### config.mk
export PLATFORM = sky130hd
export DESIGN_NAME = pwm_multi_ch
export DESIGN_NICKNAME = d
export VERILOG_FILES = /design/src/rtl/pwm_multi_ch.sv
export SDC_FILE = /design/constraint.sdc
export NUM_CORES = 1
export LEC_CHECK = 0
export ABC_AREA = 1
export BUFFER_PORTS_ARGS = -buffer_cell sky130_fd_sc_hd__buf_2
export CORE_ASPECT_RATIO = 0.9
export CORE_MARGIN = 5
export CORE_UTILIZATION = 64
export DETAILED_ROUTE_END_ITERATION = 10
export GPL_ROUTABILITY_DRIVEN = 1
export GPL_TIMING_DRIVEN = 0
export PLACE_DENSITY = 0.86
export SLEW_MARGIN = 10
export SYNTH_ARGS = -nofsm -noshare
export SYNTH_HDL_FRONTEND = slang
export SYNTH_SLANG_ARGS = --single-unit
### constraint.sdc
create_clock -name clk -period 4.57 [get_ports clk]
set_clock_uncertainty 0.2 [all_clocks]
set_input_delay 0.914 -clock clk [delete_from_list [all_inputs] [get_ports clk]]
set_output_delay 0.914 -clock clk [all_outputs]
set_load 0.02 [all_outputs]
### src/rtl/pwm_multi_ch.sv
// Multi-channel PWM generator: shared prescaler and period counter (edge or center aligned),
// per-channel double-buffered duty with registered compare outputs.
module pwm_multi_ch #(
    parameter int unsigned CH    = 4,
    parameter int unsigned W     = 8,
    parameter int unsigned PRE_W = 8
) (
    input  logic              clk,
    input  logic              rst_n,
    input  logic              ena,
    input  logic [W-1:0]      top_i,
    input  logic              center_i,
    input  logic [PRE_W-1:0]  prescale_i,
    input  logic [CH*W-1:0]   duty_i,
    input  logic              duty_ld_i,
    output logic [CH-1:0]     pwm_o,
    output logic              per_o
);

    localparam logic [0:0] DIR_UP = 1'b0;
    localparam logic [0:0] DIR_DN = 1'b1;

    logic [PRE_W-1:0]      pre_cnt, pre_nxt;
    logic [W-1:0]          cnt, cnt_nxt;
    logic [0:0]            dir, dir_nxt;
    logic                  run;
    logic [W-1:0]          top_act;
    logic                  center_act;
    logic [CH-1:0][W-1:0]  shadow;
    logic [CH-1:0][W-1:0]  active;
    logic                  tick_c;
    logic                  bnd_c;
    logic [CH-1:0]         pwm_nxt;

    // Prescaler, counter and direction next-state
    always_comb begin
        tick_c  = 1'b0;
        bnd_c   = 1'b0;
        pre_nxt = '0;
        cnt_nxt = '0;
        dir_nxt = DIR_UP;
        if (ena) begin
            tick_c  = (pre_cnt >= prescale_i);
            pre_nxt = tick_c ? '0 : pre_cnt + PRE_W'(1);
            cnt_nxt = cnt;
            dir_nxt = dir;
            if (tick_c) begin
                if (!run) begin
                    cnt_nxt = '0;
                end else if (!center_act) begin
                    cnt_nxt = (cnt >= top_act) ? '0 : cnt + W'(1);
                end else if (dir == DIR_UP) begin
                    if (cnt >= top_act) begin
                        cnt_nxt = (top_act == '0) ? '0 : cnt - W'(1);
                        dir_nxt = DIR_DN;
                    end else begin
                        cnt_nxt = cnt + W'(1);
                    end
                end else begin
                    cnt_nxt = cnt - W'(1);
                end
                // First tick after start-up is a boundary too, so a fresh period begins at 0
                bnd_c = !run || (cnt_nxt == '0);
                if (bnd_c) begin
                    dir_nxt = DIR_UP;
                end
            end
        end
    end

    always_comb begin
        pwm_nxt = '0;
        for (int unsigned c = 0; c < CH; c++) begin
            pwm_nxt[c] = ena && (cnt < active[c]);
        end
    end

    always_ff @(posedge clk or negedge rst_n) begin
        if (!rst_n) begin
            pre_cnt <= '0;
            cnt     <= '0;
            dir     <= DIR_UP;
            run     <= 1'b0;
        end else begin
            pre_cnt <= pre_nxt;
            cnt     <= cnt_nxt;
            dir     <= dir_nxt;
            run     <= ena && (run || tick_c);
        end
    end

    // Period configuration and duty buffers; a load on the boundary tick bypasses the shadow
    always_ff @(posedge clk or negedge rst_n) begin
        if (!rst_n) begin
            top_act    <= '0;
            center_act <= 1'b0;
            shadow     <= '0;
            active     <= '0;
        end else begin
            if (duty_ld_i) begin
                shadow <= duty_i;
            end
            if (bnd_c) begin
                top_act    <= top_i;
                center_act <= center_i;
                active     <= duty_ld_i ? duty_i : shadow;
            end
        end
    end

    always_ff @(posedge clk or negedge rst_n) begin
        if (!rst_n) begin
            pwm_o <= '0;
            per_o <= 1'b0;
        end else begin
            pwm_o <= pwm_nxt;
            per_o <= bnd_c;
        end
    end

endmodule

Word-level counts from Yosys, hierarchy flattened

Cells that the tools add are included.
Widths: inputs -> output; s select.

$add $sub $neg: 3
Magnitude comparators: 6
Equal/unequal tests: 3
Mux-type cells: 23
Reduce and logical (&&, ||, !) cells: 11

Operator list:

| kind                | number |
|---|---|
| $mux 8              | 12 |
| $lt 8x8->1          | 4 |
| $mux 32             | 1 |
| $add 8x1->8 const B | 2 |
| $ge 8x8->1          | 2 |
| $logic_not 8->1     | 2 |
| $mux 1              | 10 |
| $sub 8x1->8 const B | 1 |
| $ne 3x1->1 const B  | 2 |
| $logic_and 1x1->1   | 5 |
| $reduce_and 3->1    | 1 |
| $logic_or 1x1->1    | 2 |
| $ne 2x1->1 const B  | 1 |
| $logic_not 1->1     | 1 |

Register bits: 96
Bits of input ports: 53
Output and inout port bits: 5

Logic depth before layout (Yosys ltp)

Word-level depth: 13
Gate-level depth with buffers: 20
Depth with buffers taken out: 19

Worst setup path before layout

No wires, ideal clock.

Path kind: input -> register
Start point: input prescale_i[3]
End point: register active[25] (netlist bit)
Arrival time: 2.309 ns
Data required time: 4.254 ns
Setup slack: 1.945 ns
Stages: 13
Cell sequence: inv_1 > ha_1 > a21oi_1 > o21ai_0 > a21oi_1 > nand2_1 > nand2_1 > inv_1 > nand3_2 > inv_4 > buf_6 > nand2_1 > nand2_1

Longest elaborated chain between the ends: 3

Ends and longest elaborated chain:

| what                 | RTL line | RTL |
|---|---|---|
| start, declared      | 13       | `input logic [PRE_W-1:0] prescale_i,` |
| $ge 8x8->1           | 43       | `tick_c = (pre_cnt >= prescale_i);` |
| $mux 1               | 47       | `if (tick_c) begin` |
| $mux 1               | 42       | `if (ena) begin` |
| end signal, assigned | 106      | `active <= duty_ld_i ? duty_i : shadow;` |
| end, declared        | 30       | `logic [CH-1:0][W-1:0] active;` |

No other way between the ends.
A chain may end at the register's enable or synchronous reset.

Final worst setup path

Start point: register cnt[5]
End point: register center_act

Longest elaborated chain between the ends: 12

Ends and longest elaborated chain:

| what                   | RTL line | RTL |
|---|---|---|
| start, declared        | 24       | `logic [W-1:0] cnt, cnt_nxt;` |
| start signal, assigned | 86       | `cnt <= cnt_nxt;` |
| $sub 8x1->8            | 54, 60   |  |
| $mux 8                 | 54       | `cnt_nxt = (top_act == '0) ? '0 : cnt - W'(1);` |
| $mux 8                 | 53       | `if (cnt >= top_act) begin` |
| $mux 8                 | 52       | `end else if (dir == DIR_UP) begin` |
| $mux 8 *               | 50       | `end else if (!center_act) begin` |
| $mux 8 *               | 48       | `if (!run) begin` |
| $mux 8 *               | 47       |  |
| $mux 8 *               | 42       |  |
| $logic_not 8->1 *      | 63       | `bnd_c = !run \|\| (cnt_nxt == '0);` |
| $logic_or 1x1->1 *     | 63       |  |
| $mux 1 *               | 47       |  |
| $mux 1 *               | 42       |  |
| end signal, assigned   | 105      | `center_act <= center_i;` |
| end, declared          | 28       | `logic center_act;` |

Every way passes the cells marked *; elsewhere a longest branch is shown, timed or not. The select of a mux whose other input is x is not followed.

==> flow_metrics.tcl <==
set metrics [dict create \
    root_buffer "clkbuf_8" \
    crit_path_start_kind "register" \
    cts_made_buffers 9 \
    coreArea_um2 8029 \
    crit_arrival_ps 3120 \
    nets 768 \
    final_area_um2 5891 \
    min_period_over_period 0.6590 \
    path_delay_family "simple AND/OR/NAND/NOR gates" \
    endpoint_kind "register" \
    ys_ff_latch 96 \
    cp_data_required_time_ps 4680 \
    die_x_um 105.5 \
    cap_violations 0 \
    ir_drop_v 0.0002823 \
    pin_count 58 \
    synth_top_cell_area_share 0.4569 \
    rsz0062_at_grt "false" \
    tns_ps 0 \
    cts_tree "done" \
    viasPerCell 5.496 \
    wl_per_cell_um 15.49 \
    die-area_um2 10130 \
    clkPwrFrac 0.256 \
    critPathMaxFanout 10 \
    p_leak_nw 3.230 \
    status "finished clean" \
    finalSetupViolCount 0 \
    worst_pin_slew_ps 640.4 \
    syn_inst 600 \
    p_int_w 0.001438 \
    fin_crit_ps 3012 \
    worstPathCellList "ha_1 -> a21oi_1 -> nor2_1 -> nor2_2 -> nand3_2 -> nand3_1 -> nand2_1 -> nand2_1 -> nand2_1 -> nor2_2 -> nand3_2 -> inv_4 -> buf_6 -> nand2_1 -> nand2_1" \
    cts_max_level 3 \
    cts.clk_slew.worst_paths_ps 100 \
    grt_pass1_wl_mm 19.80 \
    drive_gt1_frac 0.1947 \
    path_class "reg -> reg" \
    clk_path_buf_depth 2 \
    sw_frac_of_total 0.3375 \
    hold_viol 0 \
    cellPowerDensity_nw_per_um2 368.6 \
    cts_resized 0 \
    power_w 0.002171 \
    std_cell_rows 31 \
    grt_pass1_vias 4280 \
    fmaxAchievable_ghz 0.3321 \
    cpPeakStageDelay_ps 660 \
    ant_nets 0 \
    p_comb_frac 0.249 \
    area_growth_pct 12.04 \
    worstPathBufferInverterCount 2 \
    yosys_warnings 0 \
    ys_seq_area_frac 0.4569 \
    hp-class "reg -> reg" \
    slew_violations 0 \
    p_switching_w 0.0007329 \
    slew_headroom 0.5731 \
    seqPwrFrac 0.495 \
    gr-usage-all-layers 0.2507 \
    final_common_cell "nand2_1" \
    path_common_cell "nand2_1" \
    antenna_found_initial 0 \
    routed_wl_mm 11.96 \
    grt_max_degree 52 \
    post_cts_buffers 0 \
    dpl_cell_area_um2 5692 \
    clock_sinks 96 \
    synth.area.top_cells "dfrtp_1 (46%), nand2_1 (14%), ha_1 (11%)" \
    drc 0 \
    syn-mean-instance-area_um2 8.763 \
    postLayoutCoreUtil 0.7337 \
    final_cell_mix "nand2_1 (195), dfrtp_1 (96), inv_1 (71)" \
    io_buffers 56 \
    cpMaxStageDelayCell "dfrtp_1" \
    holdBufCountCts 0 \
    nFillCells 595 \
    drt_first_iter_violations 247 \
    drt_first_pass_iters 5 \
    synth_top_area_cell "dfrtp_1" \
    diodes 0 \
    synth_cell_type_count 36 \
    gp_congestion 0.8808 \
    place_hpwl_mm 8.801 \
    die_h_um 95.99 \
    syn-cell-area_um2 5258 \
    vias 4243 \
    syn_nets 700 \
    grt-ovfl-total 0 \
    initial_core_util 0.6548 \
    reg2reg_slack_ps 1560 \
    worstSkewPairLatency_ps 370 \
]
[power groups by stage]
stage               combinational, W  clock (W)  sequential, W
global route                0.000624   0.000598        0.00109
CTS                         0.000540   0.000565        0.00107
finish                      0.000540   0.000556        0.00108
detailed placement          0.000533          0        0.00109
floorplan                   0.000372          0        0.00108
global placement            0.000491          0        0.00108
[routing by layer]
layer  vias to the layer above  part of all wire  global-route usage  wire, µm
met5                         -                 0                   0         0
met1                      2039              0.41              0.3093      4912
li1                       2068                 -                   -         -
met3                        28             0.047             0.04158       565
met4                         0             0.024              0.1111       284
met2                       108              0.52              0.4406      6198
[area by class of cell]
cell class                      instances  area [µm²]  area share
Clock buffer                           10       137.6     0.02336
Tap cell                               99       123.9     0.02103
Buffer                                 17       111.4     0.01890
Clock inverter                          6       61.31     0.01041
Multi-Input combinational cell        409        2449      0.4157
Timing Repair Buffer                   57       310.3     0.05268
Sequential cell                        96        2402      0.4078
Inverter                               78       295.3     0.05013
[cells by family after synthesis]
kind of cell / after synthesis / share of synthesized area
and+or+nand+nor: 269 / 0.2135
DFF: 96 / 0.4569
buffers and inverters: 95 / 0.07734
AOI/OAI and AO/OA: 53 / 0.05854
adders and majority gates: 47 / 0.1119
muxes: 32 / 0.06854
xor gates and xnor gates: 8 / 0.01333
[per-stage QoR]
stage | std cells | hold slack [ps] | worst slack [ps]
6_report | 772 | 288.2 | 1558
5_1_grt | 772 | 316.4 | 1332
4_1_cts | 772 | 291.5 | 1596
3_5_place_dp | 756 | 265.1 | 1499
3_3_place_gp | 755 | 260.2 | 1533
2_1_floorplan | 600 | 243.4 | 1945
[final timing paths]
path / from / to / cells past startpoint
hold reg to reg: pre_cnt[0] / pre_cnt[0] / 1
max in group asynchronous: rst_n / pre_cnt[2] / 2
setup reg to reg: cnt[5] / center_act / 15
min in group asynchronous: rst_n / top_act[6] / 1
hold / removal: pre_cnt[0] / pre_cnt[0] / 1
setup / recovery: cnt[5] / center_act / 15
[synth_stat cells]
| cell type | instances |
|---|---|
| a211oi_1 | 1 |
| a21boi_0 | 4 |
| a21o_1 | 2 |
| a21oi_1 | 23 |
| and3_1 | 1 |
| buf_1 | 3 |
| buf_2 | 5 |
| buf_4 | 1 |
| buf_6 | 5 |
| clkbuf_1 | 3 |
| dfrtp_1 | 96 |
| ha_1 | 47 |
| inv_1 | 71 |
| inv_2 | 6 |
| inv_4 | 1 |
| mux2_2 | 32 |
| nand2_1 | 195 |
| nand2_2 | 1 |
| nand3_1 | 21 |
| nand3_2 | 3 |
| nand3b_1 | 1 |
| nand4_1 | 10 |
| nor2_1 | 24 |
| nor2_2 | 3 |
| nor2_4 | 1 |
| nor3_1 | 5 |
| nor3b_1 | 2 |
| nor4_1 | 2 |
| o211ai_1 | 4 |
| o21a_1 | 1 |
| o21ai_0 | 8 |
| o21ai_1 | 1 |
| o21bai_1 | 1 |
| o22ai_1 | 8 |
| xnor2_1 | 1 |
| xor2_1 | 7 |
[registers in the layout, indices dropped and copies added, names as in the netlist]
signal,flops
run,1
cnt,8
per_o,1
top_act,8
center_act,1
active,32
pwm_o,4
pre_cnt,8
shadow,32
dir,1
[worst register-to-register path, cell delays in order, from the launching register on]
cell and delay [ps]:
dfrtp_1 660, ha_1 330, a21oi_1 170, nor2_1 80, nor2_2 150, nand3_2 200, nand3_1 120, nand2_1 60
nand2_1 80, nand2_1 90, nor2_2 150, nand3_2 180, inv_4 160, buf_6 160, nand2_1 90, nand2_1 70
Power figures use the tool's default switching activity.
